===== config.mk =====
export PLATFORM = sky130hd
export DESIGN_NAME = kart_compositor
export DESIGN_NICKNAME = d
export VERILOG_FILES = /design/src/rtl/kart_compositor.sv
export SDC_FILE = /design/constraint.sdc
export NUM_CORES = 1
export LEC_CHECK = 0
export CAP_MARGIN = 5
export CORE_ASPECT_RATIO = 1.2
export CORE_MARGIN = 3
export CORE_UTILIZATION = 45
export CTS_CLUSTER_DIAMETER = 120
export CTS_CLUSTER_SIZE = 40
export DETAILED_ROUTE_END_ITERATION = 6
export PLACE_DENSITY = 0.7
export SLEW_MARGIN = 40
export SYNTH_ARGS = -nofsm -noshare
export SYNTH_HDL_FRONTEND = slang
export SYNTH_SLANG_ARGS = --single-unit

===== constraint.sdc =====
create_clock -name clk_in -period 3.1 [get_ports clk_in]
set_input_delay 0.31 -clock clk_in [delete_from_list [all_inputs] [get_ports clk_in]]
set_output_delay 0.31 -clock clk_in [all_outputs]
set_load 0.1 [all_outputs]

===== src/rtl/kart_compositor.sv =====
// kart_compositor
//   Per-pixel compositor for the kart renderer. Maps screen coordinates to
//   world coordinates through a scrolling camera, fetches the track pixel
//   from an external fixed-latency ROM, overlays up to NUM_KARTS priority
//   ordered kart sprites (lowest index on top) and reports per-frame
//   kart-kart collisions. Kart and camera state is double buffered: the
//   *_in shadow values are copied into the active set once per frame at
//   hcount_in==0, vcount_in==V_ACTIVE.
//
// Ports
//   clk_in, rst_n_in                 pixel clock, async active-low reset
//   hcount_in, vcount_in             raster position from the timing generator
//   cam_x_in, cam_y_in               camera world origin (shadow)
//   kart_x_in, kart_y_in             packed kart top-left coords (shadow)
//   kart_valid_in, kart_color_in     kart enables and RGB444 colours (shadow)
//   track_addr_x_out/_y_out          world address to the track ROM
//   track_pixel_in                   ROM data, TRACK_LATENCY cycles later
//   pixel_out, hcount_out, vcount_out composited pixel and aligned raster pos
//   collision_out                    per-kart collision flags, previous frame
//   frame_done_out                   one-cycle pulse after the frame latch
//
// Build option
//   KART_OUTLINE_EN  when defined, the non-corner border ring of every sprite
//                    is drawn black instead of the kart colour.

module kart_compositor #(
  parameter int NUM_KARTS     = 4,
  parameter int COORD_W       = 11,
  parameter int SPRITE_SIZE   = 16,
  parameter int PIXEL_W       = 12,
  parameter int H_ACTIVE      = 1024,
  parameter int V_ACTIVE      = 768,
  parameter int TRACK_LATENCY = 2
) (
  input  logic                         clk_in,
  input  logic                         rst_n_in,
  input  logic [10:0]                  hcount_in,
  input  logic [9:0]                   vcount_in,
  input  logic [COORD_W-1:0]           cam_x_in,
  input  logic [COORD_W-1:0]           cam_y_in,
  input  logic [NUM_KARTS*COORD_W-1:0] kart_x_in,
  input  logic [NUM_KARTS*COORD_W-1:0] kart_y_in,
  input  logic [NUM_KARTS-1:0]         kart_valid_in,
  input  logic [NUM_KARTS*PIXEL_W-1:0] kart_color_in,
  output logic [COORD_W-1:0]           track_addr_x_out,
  output logic [COORD_W-1:0]           track_addr_y_out,
  input  logic [PIXEL_W-1:0]           track_pixel_in,
  output logic [PIXEL_W-1:0]           pixel_out,
  output logic [10:0]                  hcount_out,
  output logic [9:0]                   vcount_out,
  output logic [NUM_KARTS-1:0]         collision_out,
  output logic                         frame_done_out
);

  localparam int LAT   = TRACK_LATENCY;
  localparam int DEPTH = TRACK_LATENCY + 2;
  localparam logic [COORD_W-1:0] SPR_N = COORD_W'(SPRITE_SIZE);
  localparam logic [COORD_W-1:0] SPR_L = COORD_W'(SPRITE_SIZE - 1);

  // active (frame-latched) state
  logic [COORD_W-1:0]           cam_x_q, cam_y_q;
  logic [NUM_KARTS*COORD_W-1:0] kx_q, ky_q;
  logic [NUM_KARTS-1:0]         valid_q;
  logic [NUM_KARTS*PIXEL_W-1:0] color_q;
  logic [NUM_KARTS-1:0]         coll_acc;

  logic                         latch;
  logic                         act_s0;
  logic [NUM_KARTS-1:0]         hit_s0;
  logic [NUM_KARTS-1:0]         hit_pipe [LAT];
  logic                         act_pipe [LAT];
  logic [10:0]                  hc_pipe  [DEPTH];
  logic [9:0]                   vc_pipe  [DEPTH];
  logic [NUM_KARTS-1:0]         hit_d;
  logic                         act_d;
  logic [PIXEL_W-1:0]           pix_sel;
  logic [3:0]                   n_hit;
  logic                         found;
`ifdef KART_OUTLINE_EN
  logic [NUM_KARTS-1:0]         edge_s0;
  logic [NUM_KARTS-1:0]         edge_pipe [LAT];
  logic [NUM_KARTS-1:0]         edge_d;
  assign edge_d = edge_pipe[LAT-1];
`endif

  assign latch      = (hcount_in == 11'd0) && (vcount_in == 10'(V_ACTIVE));
  assign hit_d      = hit_pipe[LAT-1];
  assign act_d      = act_pipe[LAT-1];
  assign hcount_out = hc_pipe[DEPTH-1];
  assign vcount_out = vc_pipe[DEPTH-1];

  // Hit test against the registered world address (the S0 stage). Modular
  // subtraction makes sprites straddling the coordinate wrap draw naturally.
  always_comb begin
    logic [COORD_W-1:0] dx, dy;
    logic               in_box, corner;
    dx     = '0;
    dy     = '0;
    in_box = 1'b0;
    corner = 1'b0;
    hit_s0 = '0;
`ifdef KART_OUTLINE_EN
    edge_s0 = '0;
`endif
    for (int k = 0; k < NUM_KARTS; k++) begin
      dx        = track_addr_x_out - kx_q[k*COORD_W +: COORD_W];
      dy        = track_addr_y_out - ky_q[k*COORD_W +: COORD_W];
      in_box    = (dx < SPR_N) && (dy < SPR_N);
      corner    = ((dx == '0) || (dx == SPR_L)) && ((dy == '0) || (dy == SPR_L));
      hit_s0[k] = valid_q[k] && in_box && !corner;
`ifdef KART_OUTLINE_EN
      edge_s0[k] = (dx == '0) || (dx == SPR_L) || (dy == '0) || (dy == SPR_L);
`endif
    end
  end

  // Priority select: lowest-index hitting kart wins; also count hits.
  always_comb begin
    pix_sel = track_pixel_in;
    found   = 1'b0;
    n_hit   = '0;
    for (int k = 0; k < NUM_KARTS; k++) begin
      n_hit = n_hit + 4'(hit_d[k]);
      if (hit_d[k] && !found) begin
        found   = 1'b1;
        pix_sel = color_q[k*PIXEL_W +: PIXEL_W];
`ifdef KART_OUTLINE_EN
        if (edge_d[k]) pix_sel = '0;
`endif
      end
    end
  end

  always_ff @(posedge clk_in or negedge rst_n_in) begin
    if (!rst_n_in) begin
      cam_x_q          <= '0;
      cam_y_q          <= '0;
      kx_q             <= '0;
      ky_q             <= '0;
      valid_q          <= '0;
      color_q          <= '0;
      coll_acc         <= '0;
      collision_out    <= '0;
      frame_done_out   <= 1'b0;
      track_addr_x_out <= '0;
      track_addr_y_out <= '0;
      act_s0           <= 1'b0;
      pixel_out        <= '0;
      for (int i = 0; i < LAT; i++) begin
        hit_pipe[i] <= '0;
        act_pipe[i] <= 1'b0;
`ifdef KART_OUTLINE_EN
        edge_pipe[i] <= '0;
`endif
      end
      for (int i = 0; i < DEPTH; i++) begin
        hc_pipe[i] <= '0;
        vc_pipe[i] <= '0;
      end
    end else begin
      // The clear wins over a same-cycle accumulation; in legal timing the
      // latch sits in blanking so nothing is lost.
      if (latch) begin
        cam_x_q       <= cam_x_in;
        cam_y_q       <= cam_y_in;
        kx_q          <= kart_x_in;
        ky_q          <= kart_y_in;
        valid_q       <= kart_valid_in;
        color_q       <= kart_color_in;
        collision_out <= coll_acc;
        coll_acc      <= '0;
      end else if (act_d && (n_hit >= 4'd2)) begin
        coll_acc <= coll_acc | hit_d;
      end
      frame_done_out <= latch;

      track_addr_x_out <= cam_x_q + COORD_W'(hcount_in);
      track_addr_y_out <= cam_y_q + COORD_W'(vcount_in);
      act_s0           <= (hcount_in < 11'(H_ACTIVE)) && (vcount_in < 10'(V_ACTIVE));

      hit_pipe[0] <= hit_s0;
      act_pipe[0] <= act_s0;
`ifdef KART_OUTLINE_EN
      edge_pipe[0] <= edge_s0;
`endif
      for (int i = 1; i < LAT; i++) begin
        hit_pipe[i] <= hit_pipe[i-1];
        act_pipe[i] <= act_pipe[i-1];
`ifdef KART_OUTLINE_EN
        edge_pipe[i] <= edge_pipe[i-1];
`endif
      end

      hc_pipe[0] <= hcount_in;
      vc_pipe[0] <= vcount_in;
      for (int i = 1; i < DEPTH; i++) begin
        hc_pipe[i] <= hc_pipe[i-1];
        vc_pipe[i] <= vc_pipe[i-1];
      end

      pixel_out <= act_d ? pix_sel : '0;
    end
  end

endmodule


==> metrics.cfg <==
[detailed_routing]
viasPerCell=5.258
ant_nets=0
drtIter0Drc=919
num_vias=10900
first_pass_iters=5
wirelength_mm=36.88
drc=0
avgRoutedWirePerCell_um=17.79

[critical_path]
crit_path_max_incr_delay_ns=0.43
critPathRequiredTime_ns=3.55
crit_arrival_ns=3.26
path_class=register to register
crit_path_start_kind=register
cp-end-kind=register
cp_slowest_cell=dfrtp_2
worst_path_most_repeated_cell=inv_1
path_cells=inv_1, buf_4, ha_1, inv_1, fa_1, a21oi_1, nor2b_1, o31a_1, o41ai_1, mux2i_1, nor4_1, and4_1
critPathMaxFanout=3

[logic_synthesis]
syn_area_per_cell_um2=10.83
ys_seq_elements=300
synthMuxAreaShare_pct=8.271
synthCells=1390
synth_compound_area_share_pct=13.84
ys_warn_count=0
syn_area_mm2=0.01505
yosysTopAreaCellShare_pct=49.88
synth_ff_type=dfrtp_1
synth_top_family_by_area=compound AO/OA/AOI/OAI gates
synth_cell_types=67
synth-async-reset-ratio_pct=100.0
synth_simple_gate_area_share_pct=9.942
yosysTopAreaCell=dfrtp_1
synthAdderAreaFrac_pct=9.942
synth_common_cells=300 x dfrtp_1, 116 x inv_1, 112 x o21ai_0
synth-edff-count=0
synth-seq-area-share_pct=49.88
yosys-top-cells-area=dfrtp_1 50%, ha_1 8.5%, mux2_2 6.8%, o21ai_0 3.7%, inv_1 2.9%
synth_xor_area_share_pct=3.184
syn_nets=1700
synth.most_common_cell=dfrtp_1

[cells_and_area]
fin_area_mm2=0.01824
final_core_util_pct=55.94
fillers=2934
final_cells=2073
areaGrowthSynthToFinish_pct=21.21
drive_gt1_share_pct=13.02
nNetsFinal=1935
seq_area_mm2=0.007516
multi_input_area_mm2=0.006820

[grt]
grt_pass1_wl_mm=59.84
track_usage_pct=20.73
first_global_vias=11002
grt_max_degree=89
antenna_found_initial=1
overflow=0

[flow_run]
drv_cap=0

[placement]
hpwlAfterDp_mm=28.66
port_buffers=256
gp_congestion=0.9256
dp.cells=2055
dpl_cell_area_mm2=0.01791

[die]
ios=257
die-height_um=206.3
rows=72
fp.coreArea_mm2=0.03261
start_util_pct=46.16
die_x_um=173.0
die-area_mm2=0.03569

[clocking]
numCtsBuffers=11
clock_latency_ns=0.50
clk_pin_slew_worst_paths_ns=0.14
h-tree-depth=1
clock_sinks=300
cts_root_buf=clkbuf_16
tritoncts=yes
clockBufferDepth=3

[timing]
period_share_pct=90.59
rsz0062_at_grt=false
maxSlewHeadroom_pct=50.79
fin_crit_ns=2.808
hold_viol=0
skew_ns=0.02692
tightest_slew_ns=0.7382
max_freq_ghz=0.3561
tns_ns=0
setup-violations-final=0
slew_viol_final=0

[status]
status=finished, final reports clean

[power]
ir_worst_vdd_v=0.0003386
powerDensity_mw_per_mm2=391.5
finalPower_mw=7.142
leakagePower_nw=8.648

[worst_hold_path]
hold_path.class=primary input to register

==> worst paths after layout <==
path,slack [ns],cells past startpoint,start,endpoint
max,0.29,12,track_addr_y_out[0],hit_pipe[4]
min,0.31,1,hcount_in[2],hc_pipe[35]
max reg2reg,0.29,12,track_addr_y_out[0],hit_pipe[4]
min reg2reg,0.35,0,vc_pipe[12],vcount_out[2]
max in group asynchronous,1.67,3,rst_n_in,vc_pipe[24]
min in group asynchronous,0.35,2,rst_n_in,hcount_out[1]
==> cells in the final DEF, fill, tap and decap left out, types with 5 or more instances in the layout <==
| cell type | count |
|---|---|
| buf_2 | 36 |
| mux2i_1 | 22 |
| a21o_1 | 18 |
| a21oi_1 | 77 |
| nor3_1 | 25 |
| buf_4 | 43 |
| o211ai_1 | 20 |
| o21ai_0 | 112 |
| xor2_1 | 23 |
| clkbuf_16 | 11 |
| dfrtp_1 | 295 |
| clkdlybuf4s50_1 | 195 |
| nor4_1 | 12 |
| or3_1 | 6 |
| fa_1 | 11 |
| nor2_1 | 66 |
| a211oi_1 | 9 |
| o211a_1 | 14 |
| inv_1 | 116 |
| xnor2_1 | 28 |
| ha_1 | 102 |
| nor3b_1 | 10 |
| nand3_1 | 9 |
| or2_2 | 6 |
| a21boi_0 | 6 |
| nand2_1 | 103 |
| nor2b_1 | 13 |
| nand3b_1 | 9 |
| mux2_2 | 91 |
| buf_12 | 6 |
| nand4_1 | 6 |
| and3_1 | 5 |
| nand2b_1 | 16 |
| o21a_1 | 15 |
==> where the power goes <==
part	total, mW	switching [mW]	leakage, nW	internal [mW]
Sequential	4.06	0.0603	3.52	4.00
Clock	1.87	1.18	0.151	0.684
Combinational	1.22	0.733	4.98	0.483
Total	7.14	1.98	8.65	5.16
==> area by class of cell <==
type | instances | share of cell area [%]
repair buffers | 282 | 14.25
diodes | 1 | 0.01372
multi-input cells | 913 | 37.38
flip-flops and latches | 300 | 41.20
clock buffers | 14 | 1.571
clock inverters | 2 | 0.1234
inverters | 117 | 2.414
well taps | 444 | 3.045
==> layer usage <==
metal	wire, µm	vias up	track usage, %
met3	1512	38	2.279
li1	-	5304	-
met1	16250	5274	27.80
met2	18450	284	36.67
met4	672	0	4.345
met5	0	-	0
==> state kept, by name (all words and copies together), names as in the netlist <==
name and count:
kx_q 44, vc_pipe 30, act_pipe 1, cam_y_q 11, cam_x_q 11, valid_q 4, color_q 48, track_addr_x_out 11
hit_d 4, act_s0 1, act_d 1, pixel_out 12, vcount_out 10, coll_acc 4, collision_out 4, hc_pipe 33
ky_q 44, track_addr_y_out 11, hit_pipe 4, frame_done_out 1, hcount_out 11
==> stage by stage <==
step,hold slack (ns),setup slack [ns]
global route,0.2868,0.04119
floorplan,0.01441,0.001412
CTS,0.2976,0.08149
detailed placement,0.3282,0.1381
finish,0.3109,0.2918
global placement,0.3302,0.2012
==> timing repair <==
item | 4_1_cts | 5_1_grt
buffers inserted | 0 | 0
gates resized for setup | 0 | 2
hold buffers | 1 | 0
endpoints found under the setup margin | 0 | 1
endpoints found under the hold margin | 72 | 0
==> cell families (layout without fill, tap and decap cells) <==
| family | Yosys count | after routing |
|---|---|---|
| AO/OA/AOI/OAI | 329 | 329 |
| AND/OR/NAND/NOR | 305 | 305 |
| flip-flops | 300 | 300 |
| buffers and inverters | 177 | 415 |
| adder cells (fa/ha/maj) | 113 | 113 |
| multiplexers | 113 | 113 |
| XOR/XNOR | 53 | 53 |
| other | 0 | 1 |
==> critical path, delay by kind of cell, from the launching register on <==
family,cells,cell delay [ns]
buffers and inverters,3,0.27
multiplexers,1,0.16
AND/OR/NAND/NOR,3,0.56
adder cells (fa/ha/maj),2,0.55
AO/OA/AOI/OAI,3,0.77
flip-flops,1,0.43
(Power assumes the default switching activity.)
